File: config.mk
export PLATFORM = sky130hd
export DESIGN_NAME = alu_operand_loader
export DESIGN_NICKNAME = d
export VERILOG_FILES = /design/src/rtl/alu_operand_loader.sv
export SDC_FILE = /design/constraint.sdc
export NUM_CORES = 1
export LEC_CHECK = 0
export BUFFER_PORTS_ARGS = -buffer_cell sky130_fd_sc_hd__buf_4
export CAP_MARGIN = 20
export CORE_MARGIN = 3
export CORE_UTILIZATION = 48
export CTS_CLUSTER_SIZE = 10
export DETAILED_ROUTE_END_ITERATION = 16
export HOLD_SLACK_MARGIN = 0.08
export PLACE_DENSITY = 0.7
export SETUP_SLACK_MARGIN = 0.5
export SYNTH_ARGS = -nofsm -noshare
export SYNTH_HDL_FRONTEND = slang
export SYNTH_SLANG_ARGS = --single-unit
File: constraint.sdc
create_clock -name clk -period 4.75 [get_ports clk]
set_clock_uncertainty 0.2 [all_clocks]
set_input_delay 1.425 -clock clk [delete_from_list [all_inputs] [get_ports clk]]
set_output_delay 1.425 -clock clk [all_outputs]
set_load 0.005 [all_outputs]
File: src/rtl/alu_operand_loader.sv
// rtl/alu_operand_loader.sv - debounced single-button operand loader feeding compactALU
//
// Ports:
//   clk     in   clock, all state changes on the rising edge
//   rst     in   synchronous active-high reset
//   sw      in   [N] data switches, captured as A then B
//   op_sw   in   [3] operation select switches
//   cin_sw  in   carry-in switch
//   btn     in   raw asynchronous bouncing push button, high = pressed
//   A, B    out  [N] registered operands
//   select  out  [3] registered operation select
//   cin     out  registered carry-in
//   stage   out  [2] current FSM state, for the LEDs
//   valid   out  one-cycle pulse after a full operand set is captured
module alu_operand_loader #(
  parameter int N               = 4,
  parameter int DEBOUNCE_CYCLES = 500000
) (
  input  logic         clk,
  input  logic         rst,
  input  logic [N-1:0] sw,
  input  logic [2:0]   op_sw,
  input  logic         cin_sw,
  input  logic         btn,
  output logic [N-1:0] A,
  output logic [N-1:0] B,
  output logic [2:0]   select,
  output logic         cin,
  output logic [1:0]   stage,
  output logic         valid
);

  localparam int CW = $clog2(DEBOUNCE_CYCLES + 1);
  // The increment that would make the count equal DEBOUNCE_CYCLES is the
  // one that accepts the new level, so compare against the value before it.
  localparam logic [CW-1:0] CNT_LAST = CW'(DEBOUNCE_CYCLES - 1);

  localparam logic [1:0] LOAD_A  = 2'd0;
  localparam logic [1:0] LOAD_B  = 2'd1;
  localparam logic [1:0] LOAD_OP = 2'd2;
  localparam logic [1:0] READY   = 2'd3;

  logic          r_s1;
  logic          r_s2;
  logic          r_db;
  logic          r_db_q;
  logic [CW-1:0] r_cnt;
  logic          r_press;

  logic [1:0]    r_state;
  logic [N-1:0]  r_a;
  logic [N-1:0]  r_b;
  logic [2:0]    r_sel;
  logic          r_cin;
  logic          r_valid;

  // Button synchroniser, debouncer and press edge detector.
  always_ff @(posedge clk) begin
    if (rst) begin
      r_s1    <= 1'b0;
      r_s2    <= 1'b0;
      r_db    <= 1'b0;
      r_db_q  <= 1'b0;
      r_cnt   <= '0;
      r_press <= 1'b0;
    end else begin
      r_s1 <= btn;
      r_s2 <= r_s1;
      // Any return to the accepted level restarts the stability count.
      if (r_s2 == r_db) begin
        r_cnt <= '0;
      end else if (r_cnt == CNT_LAST) begin
        r_db  <= r_s2;
        r_cnt <= '0;
      end else begin
        r_cnt <= r_cnt + CW'(1);
      end
      r_db_q  <= r_db;
      // Only the rising edge of the debounced level is an event; releases are ignored.
      r_press <= r_db & ~r_db_q;
    end
  end

  // Operand capture FSM, one step per accepted press.
  always_ff @(posedge clk) begin
    if (rst) begin
      r_state <= LOAD_A;
      r_a     <= '0;
      r_b     <= '0;
      r_sel   <= '0;
      r_cin   <= 1'b0;
      r_valid <= 1'b0;
    end else begin
      r_valid <= 1'b0;
      if (r_press) begin
        case (r_state)
          LOAD_A: begin
            r_a     <= sw;
            r_state <= LOAD_B;
          end
          LOAD_B: begin
            r_b     <= sw;
            r_state <= LOAD_OP;
          end
          LOAD_OP: begin
            r_sel   <= op_sw;
            r_cin   <= cin_sw;
            r_valid <= 1'b1;
            r_state <= READY;
          end
          default: begin
            // Operands are kept until overwritten in the next round.
            r_state <= LOAD_A;
          end
        endcase
      end
    end
  end

  assign A      = r_a;
  assign B      = r_b;
  assign select = r_sel;
  assign cin    = r_cin;
  assign stage  = r_state;
  assign valid  = r_valid;

endmodule
==> results of run 1 <==
==> power groups by stage <==
| stage | Clock [uW] | Sequential (uW) | Combinational [uW] |
|---|---|---|---|
| detailed placement | 0 | 336 | 12.3 |
| finish | 231 | 328 | 12.3 |
| global placement | 0 | 336 | 12.0 |
| floorplan | 0 | 336 | 4.60 |
| global route | 258 | 329 | 13.5 |
| CTS | 242 | 329 | 12.4 |
==> kinds of logic (layout without fill, tap and decap cells) <==
group	Yosys count	in the layout	synth area share, %
buffers and inverters	13	39	3.19
xor gates and xnor gates	12	12	6.53
DFF	39	39	48.5
muxes	2	2	1.24
AOI/OAI and AO/OA	27	27	9.25
adders and majority gates	5	5	3.89
and+or+nand+nor	87	87	27.4
==> per-layer routing <==
metal	up-vias	wire length (um)	track usage [%]
li1	682	-	-
met3	5	212	6.68
met4	0	39	8.09
met5	-	0	0
met1	610	1350	18.1
met2	30	1530	29.4
==> layout by cell type (no fill, tap or decap), types with 2 or more instances in the layout <==
cell type	n
dfxtp_1	39
buf_4	25
nand2_1	24
nor2_1	20
a21oi_1	19
nand3_1	17
xnor2_1	8
inv_1	6
or4_1	5
ha_1	5
clkbuf_4	5
or3_1	4
xor2_1	4
o21ai_0	4
nor2b_1	4
o31ai_1	3
nor4_1	3
mux2i_1	2
==> cell type report <==
class / instances / area [um2] / share of cell area (%)
Clock buffer: 6 / 51.3 / 2.69
Clock inverter: 2 / 35.0 / 1.83
Inverter: 6 / 22.5 / 1.18
Multi-Input combinational cell: 133 / 777 / 40.7
Sequential cell: 39 / 781 / 40.9
Tap cell: 44 / 55.1 / 2.88
Timing Repair Buffer: 25 / 188 / 9.83
==> stage by stage <==
stage | hold WS, ns | power, uW | worst slack (ns) | instances | utilization, %
finish | 0.188 | 572 | 2.21 | 255 | 61.0
global route | 0.210 | 600 | 2.13 | 255 | 61.0
CTS | 0.190 | 583 | 2.17 | 255 | 61.0
detailed placement | 0.172 | 348 | 2.09 | 247 | 58.3
global placement | 0.169 | 348 | 2.17 | 247 | 58.3
floorplan | 0.167 | 340 | 2.39 | 185 | -
==> sequential cells by signal (all words and copies together) (netlist names) <==
| register | flops |
|---|---|
| r_cnt | 19 |
| A | 4 |
| B | 4 |
| select | 3 |
| stage | 2 |
| cin | 1 |
| r_db | 1 |
| r_db_q | 1 |
| r_press | 1 |
| r_s1 | 1 |
| r_s2 | 1 |
| valid | 1 |
==> how the worst max path moves through the flow <==
stage | startpoint | end | slack [ns] | depth (start not counted)
after floorplan | rst | stage[0] | 2.39 | 3
after global placement | rst | r_cnt[15] | 2.17 | 4
after detailed placement | rst | r_cnt[11] | 2.09 | 4
after CTS | stage[0] | stage[0] | 2.17 | 1
after global routing | stage[0] | stage[0] | 2.13 | 1
final | stage[0] | stage[0] | 2.21 | 1
==> metrics.txt, run 1 <==
routed len/inst=12.3 um; Filler cells=292; number of routed nets with antenna violations=0; effective utilization at floorplan=51.4%; hold buffers post-CTS=0; Hold Path Class=flop to flop; Seq cells post-synth=39; H-tree Lvls=2; clock group share of total power=40.4%; Fmax achieved=394 MHz; RSZ-0062 raised after global routing=no; Switching Fraction=between 10% and 20%; Slew HR=55.7%; CTS Buffer Depth=2; root buf cell=clkbuf_4; Setup violations, final=0; Post-Syn Nets=201; drt first pass iters=4; count of cell types in the netlist=29; initial antenna violation count=0; max-cap viol count=0; Nets=226; Layout area overhead=18.7%; number of enable flip-flop cells after synthesis=0; Hold Path Depth=1; Global Route Usage Sum=17.1%; drt total wl=3.14 mm; CP required=3.12 ns; average size of a mapped cell=8.70 um2; Period minus WS final=between 2 and 3 ns; final instance area=0.00191 mm2; crit path max fanout=5; num rows=20; vias per cell=~5.2; die span in x=63.9 um; area post-placement=0.00182 mm2; critical setup path kind=flop to output pin; clock slew at reported path FFs=0.12 ns; # diodes=0; synth cell count leaders=39 x dfxtp_1, 24 x nand2_1, 20 x nor2_1, 19 x a21oi_1, 17 x nand3_1; sequence of cells on the critical path=buf_4; setup TNS=0 ns; io pins=26; Post-CTS Resized=0; Ys Warns=0; vias in the first global route=approximately 1.2k; FF-to-FF End=r_cnt[16]; DRC Markers=0; HP Start=r_db_q; die height=around 64 um; total global routing overflow=0; Die ar.=0.00408 mm2; hold endpoint=r_press; count of input and output buffers=25; Netlist Area Pre-Place=0.00161 mm2; CP endpoint kind=output pin; most frequent cell after synthesis=dfxtp_1; hpwl dp=2.34 mm; CP top delay family=flip-flops; Routability Congestion=0.816; synthesized instance count=185; Worst VDD drop=244 uV; Power Dens Cells=299 mW/mm2; Combinational Power Share=2.1%; top cell type's share of synthesized area=between 40% and 50%; R2R Setup Slk=2.51 ns; register share of total power=roughly 57%; post-CTS setup buffers=0; clk sinks=39; Net Switching=113 uW; Worst-Skew Late Latency=0.35 ns; Pint=~460 uW; Buf+Inv Stages, Crit Path=1; WP data arrival=0.92 ns; Core Box Area=~0.0031 mm2; Post-synth top flop=dfxtp_1; critical path startpoint category=flop; CTS tree=built; r2r worst-path depth=5; Final Cycle Share=between 50% and 60%; status=completed; slowest cell on the critical path=dfxtp_1; Largest stage delay, worst path=roughly 0.42 ns; DRT iter0 DRCs=66; first-pass GRT wire length=between 5 and 6 mm; leakage power=approximately 0.00065 uW; Fin. Hold Viols=0; Worst Tran Pin Value=0.664 ns; largest net degree at the start of global routing=21; Post-synth ARST share=0%; share of cells above drive strength 1=17.1%; Reg-to-Reg Start=r_cnt[0]; Seq/Total Area, Yosys=48.5%; CTS buffer count=5; Vias=between 1k and 1.5k; leading post-synthesis cells by cell area=dfxtp_1 49%, a21oi_1 5.9%, nand2_1 5.6%, nand3_1 5.3%, nor2_1 4.7%; area leader, netlist=dfxtp_1; Pins Over Slew Limit=0
Power figures use the tool's default switching activity.
==> inputs of run 2 (changes only) <==
ABC_AREA = 1   (was unset)
PLACE_DENSITY = 0.73   (was 0.7)
clock period = 2.1 ns   (was 4.75 ns; I/O delays follow)
==> metrics.txt, run 2 <==
Worst Tran Pin Value=0.297 ns (-0.366 ns); RSZ-0062 raised after global routing=yes; number of routed nets with antenna violations=0 (unchanged); critical setup path kind=flop to output pin; post-route setup slack=0.528 ns (-1.68 ns); vias in the first global route=1434 (+15%); sequence of cells on the critical path=buf_4; Seq cells post-synth=39 (unchanged); area leader, netlist=dfxtp_1; first-pass GRT wire length=6.09 mm (+13%); xor and xnor area share after synthesis=4.48% (-2.1 points); H-tree Lvls=2 (unchanged); Core Box Area=0.00344 mm2 (+10%); FF-to-FF End=r_cnt[2]; max-cap viol count=0 (unchanged); Nets=300 (+33%); Seq/Total Area, Yosys=44.3% (-4.2 points); Post-synth top flop=dfxtp_1; CP endpoint kind=output pin; hold buffers post-CTS=0 (unchanged); # diodes=0 (unchanged); r2r worst-path depth=7 (+2); num rows=21 (+5.0%); setup TNS=0 ns (unchanged); Fin. Hold Viols=0 (unchanged); drt total wl=3.68 mm (+17%); Layout area overhead=27.9%; die height=66.6 um (+4.2%); CP Launch Point=select[0]; crit path max fanout=2 (-3); Slew HR=80.2% (+24 points); Fmax achieved=636 MHz; Worst VDD drop=418 uV (+71%); Ys Warns=0 (unchanged); most frequent cell after synthesis=nor2_1; drt first pass iters=4 (unchanged); clock slew at reported path FFs=0.07 ns (-0.05 ns); adder and majority gate portion of the synthesized area=3.55% (-0.33 points); io pins=26 (unchanged); CTS Buffer Depth=2 (unchanged); Hold Path Class=flop to flop; critical path startpoint category=flop; vias per cell=4.71 (-9.4%); Buf+Inv Stages, Crit Path=1 (unchanged); register share of total power=55.9% (-1.6 points); Routability Congestion=0.911 (+12%); area post-placement=0.00199 mm2 (+9.3%); die span in x=66.6 um (+4.2%); final instance area=0.00225 mm2 (+18%); grt met3 use=5.06% (-1.6 points); Net Switching=265 uW (+130%); Vias=1560 (+18%); Pins Over Slew Limit=0 (unchanged); hold endpoint=r_press; largest net degree at the start of global routing=18 (-14%); GR Layer Usage met2=29.3% (-0.088 points); most frequent cells in the layout=67 x nor2_1, 49 x nand2_1, 28 x buf_4; Compound-Gate Fraction of Synth Area=7.89% (-1.4 points); most common cell after layout, fill and taps aside=nor2_1; largest family of logic cells by synthesized area=simple AND/OR/NAND/NOR gates; Switching Fraction=20.0% (+0.22 points); Power Dens Cells=589 mW/mm2 (+97%); Period minus WS final=1.57 ns; Hold Path Depth=1 (unchanged); root buf cell=clkbuf_8; count of cell types in the netlist=21 (-28%); clock group share of total power=41.1% (+0.7 points); Die ar.=0.00443 mm2 (+8.5%); Filler cells=324 (+11%); Final Cycle Share=74.9%; R2R Setup Slk=0.56 ns (-1.95 ns); status=completed; number of enable flip-flop cells after synthesis=0 (unchanged); HP Start=r_db_q; leading post-synthesis cells by cell area=dfxtp_1 44%, nor2_1 15%, nand2_1 11%, inv_1 5.1%, o21ai_0 4.3%; met1 usage=22.4% (+4.3 points); leakage power=0.000843 uW (+31%); total global routing overflow=0 (unchanged); slowest cell on the critical path=dfxtp_2; synth cell count leaders=71 x nor2_1, 50 x nand2_1, 39 x dfxtp_1, 24 x inv_1, 15 x o21ai_0; WP data arrival=0.74 ns (-0.18 ns); count of input and output buffers=25 (unchanged); CTS buffer count=5 (unchanged); simple-gate portion of the synthesized area=33.2% (+5.8 points); Post-synth ARST share=0% (unchanged); Setup violations, final=0 (unchanged); Global Route Usage Sum=18.1% (+1.0 points); synthesized instance count=249 (+35%); mux cell area share after synthesis=0% (-1.2 points); largest reg by FF count=r_cnt; WHS=0.195 ns (+0.00696 ns); top cell type's share of synthesized area=44.3% (-4.2 points); Pint=1060 uW (+130%); share of cells above drive strength 1=26.3% (+9.3 points); Reg-to-Reg Start=r_cnt[1]; effective utilization at floorplan=51.1% (-0.29 points); clk sinks=39 (unchanged); Largest stage delay, worst path=0.33 ns (-0.09 ns); Combinational Power Share=3.0% (+0.9 points); GR peak layer=met2; hpwl dp=2.60 mm (+11%); max reg flops=19 (unchanged); CP top delay family=flip-flops; Netlist Area Pre-Place=0.00176 mm2 (+9.4%); CP required=1.27 ns (-1.85 ns); Worst-Skew Late Latency=0.29 ns (-0.06 ns); initial antenna violation count=0 (unchanged); routed len/inst=11.1 um (-9.6%); average size of a mapped cell=7.07 um2 (-19%); DRT iter0 DRCs=81 (+23%); DRC Markers=0 (unchanged); Post-Syn Nets=265 (+32%); pre-CTS WS=0.298 ns (-1.79 ns); CTS tree=built
[run 2: changes by cell type after synthesis, moves of 5 or more]
| cell | before | now |
|---|---|---|
| o21ai_0 | 4 | 15 |
| clkbuf_1 | 5 | 0 |
| xnor2_1 | 8 | 1 |
| nor2_1 | 20 | 71 |
| inv_1 | 6 | 24 |
| or4_1 | 5 | 0 |
| nand2_1 | 24 | 50 |
| a21oi_1 | 19 | 8 |
| nand3_1 | 17 | 8 |
[run 2: metal layers]
metal | vias to the layer above | part of all wire [%]
met3 | 5 | 4.6
met1 | 688 | 48
li1 | 843 | -
met5 | - | 0
met4 | 0 | 1.5
met2 | 24 | 46
[run 2: per-stage QoR]
stage / util, % / total power (uW) / instances
floorplan: - / 778 / 249
global placement: 57.9 / 793 / 317
detailed placement: 57.9 / 794 / 317
CTS: 62.1 / 1340 / 328
global route: 65.4 / 1370 / 331
finish: 65.4 / 1330 / 331
[run 2: what timing repair did]
action                                  in CTS  in global routing
pin swaps                                    1                  3
gates cloned                                 0                  1
gates resized for setup                      6                 28
buffers inserted                             3                  2
endpoints found under the setup margin      21                 26
[run 2: worst max-delay path by stage]
stage / to / slack (ns) / cells past startpoint
global route: r_cnt[1] / 0.48 / 7
finish: select[0] / 0.53 / 1
floorplan: r_cnt[0] / 0.50 / 7
CTS: r_cnt[18] / 0.51 / 7
detailed placement: r_cnt[18] / 0.30 / 6
global placement: r_cnt[11] / 0.37 / 6
[run 2: kinds of logic (layout without fill, tap and decap cells)]
logic type                 Yosys count  count (layout)
adders and majority gates            5               5
buffers and inverters               28              64
and+or+nand+nor                    143             143
AOI/OAI and AO/OA                   25              25
xor gates and xnor gates             9               9
DFF                                 39              39
[run 2: layout make-up]
cell class | instances | area, um2 | share of cell area (%)
Sequential cell | 39 | 811 | 36.0
Timing Repair Buffer | 31 | 267 | 11.8
Tap cell | 46 | 57.6 | 2.56
Inverter | 25 | 95.1 | 4.22
Clock buffer | 8 | 100 | 4.45
Multi-Input combinational cell | 182 | 921 | 40.9
[run 2: power groups by stage]
stage          combinational [uW]  clock (uW)  sequential (uW)
5_1_grt                      44.4         589              741
3_5_place_dp                 33.5           0              760
2_1_floorplan                18.5           0              760
3_3_place_gp                 33.3           0              760
6_report                     39.4         545              741
4_1_cts                      35.8         559              743
==> inputs of run 3 (changes only) <==
clock period = 1.4 ns   (was 2.1 ns; I/O delays follow)
==> metrics.txt, run 3 (same netlist as run 2, synthesis figures left out) <==
clock slew at reported path FFs=0.08 ns (about the same); clk sinks=39 (unchanged); Core Box Area=0.00344 mm2 (unchanged); hold buffers post-CTS=0 (unchanged); initial antenna violation count=0 (unchanged); most frequent cells in the layout=50 x nor2_1, 46 x nand2_1, 40 x buf_4; status=complete, but fails checks; Worst Tran Pin Value=0.359 ns (+0.0621 ns); violated checks=setup timing; CTS tree=built; max reg flops=19 (unchanged); hold endpoint=r_s1; WP data arrival=1.43 ns (+0.69 ns); routed len/inst=13.3 um (+20%); critical path startpoint category=flop; count of input and output buffers=25 (unchanged); Hold Path Class=input port to flop; Setup violations, final=18 (+18); setup TNS=-0.679 ns (-0.679 ns); die height=66.6 um (unchanged); critical setup path kind=flop to flop; Worst-Skew Late Latency=0.29 ns (about the same); # diodes=0 (unchanged); RSZ-0062 raised after global routing=yes; HP Start=btn; pre-CTS WS=-0.0945 ns (-0.392 ns); Die ar.=0.00443 mm2 (unchanged); CTS buffer count=5 (unchanged); Period minus WS final=1.45 ns; num rows=21 (unchanged); drt first pass iters=4 (unchanged); Hold Path Depth=3 (+2); first-pass GRT wire length=7.20 mm (+18%); Routability Congestion=0.824 (-9.6%); share of cells above drive strength 1=49.5% (+23 points); Nets=328 (+9.3%); vias per cell=4.92 (+4.5%); io pins=26 (unchanged); Global Route Usage Sum=21.1% (+2.9 points); DRT iter0 DRCs=100 (+23%); CTS Buffer Depth=2 (unchanged); Tot Pwr=1970 uW (+49%); number of routed nets with antenna violations=0 (unchanged); max-cap viol count=0 (unchanged); drt total wl=4.79 mm (+30%); Fin. Hold Viols=0 (unchanged); leakage power=0.00104 uW (+23%); R2R Setup Slk=-0.05 ns (-0.61 ns); largest net degree at the start of global routing=18 (unchanged); CP required=1.38 ns (+0.11 ns); die span in x=66.6 um (unchanged); vias in the first global route=1603 (+12%); hpwl dp=3.01 mm (+16%); Final Cycle Share=103%; Slew HR=76.1% (-4.1 points); most common cell after layout, fill and taps aside=nor2_1; largest reg by FF count=r_cnt; fin util=80.4% (+15 points); r2r worst-path depth=7 (unchanged); Worst VDD drop=660 uV (+58%); H-tree Lvls=2 (unchanged); Reg-to-Reg Start=r_cnt[0]; Vias=1768 (+13%); Pins Over Slew Limit=0 (unchanged); Power Dens Cells=712 mW/mm2 (+21%); crit path max fanout=17 (+15); effective utilization at floorplan=51.1% (unchanged); total global routing overflow=0 (unchanged); CP endpoint kind=flop; Fmax achieved=690 MHz; Layout area overhead=57.1%; WHS=0.135 ns (-0.0601 ns); root buf cell=clkbuf_8; post-route setup slack=-0.0487 ns (-0.577 ns); DRC Markers=0 (unchanged); FF-to-FF End=r_cnt[4]
## run 3: cell type report
| cell class | instances | area (um2) |
|---|---|---|
| Sequential cell | 39 | 827 |
| Tap cell | 46 | 57.6 |
| Clock inverter | 1 | 5.00 |
| Clock buffer | 7 | 86.3 |
| Fill cell | 220 | 676 |
| Inverter | 25 | 131 |
| Timing Repair Buffer | 59 | 523 |
| Multi-Input combinational cell | 182 | 1140 |
## run 3: metal layers
metal | wire length [um] | global-route usage, %
met1 | 2060 | 28.0
met2 | 2470 | 34.0
met3 | 203 | 4.05
met4 | 64 | 6.85
met5 | 0 | 0
## run 3: through the flow
| stage | cells | area (um2) |
|---|---|---|
| after floorplan | 249 | 1910 |
| after global routing | 359 | 2770 |
| after detailed placement | 343 | 2330 |
| after CTS | 355 | 2580 |
| after global placement | 343 | 2330 |
| final | 359 | 2770 |
## run 3: critical path, cell delays in order (launching register included)
cell and delay [ns]:
dfxtp_2 0.36, ha_4 0.15, nand3_4 0.10, clkinv_4 0.08, nand3_4 0.09, o21bai_4 0.15, buf_12 0.16, nor2_1 0.05
## run 3: worst max-delay path by stage
stage	startpoint	endpoint	slack, ns	cells past startpoint
5_1_grt	r_cnt[16]	r_cnt[3]	-0.13	6
6_report	r_cnt[0]	r_cnt[4]	-0.05	7
2_1_floorplan	r_cnt[0]	r_cnt[2]	-0.04	7
3_3_place_gp	r_cnt[4]	r_cnt[15]	-0.06	7
3_5_place_dp	r_cnt[4]	r_cnt[15]	-0.09	7
4_1_cts	r_cnt[0]	r_cnt[9]	-0.04	7
## run 3: where the power goes
group | internal [uW] | switching (uW)
Sequential | 1100 | 2.23
Combinational | 36.9 | 37.5
Clock | 398 | 391
Total | 1540 | 431
## run 3: repair_timing
action | CTS | global route
endpoints found under the setup margin | 50 | 52
resized for setup | 39 | 51
pin swaps | 10 | 7
buffers inserted | 4 | 4
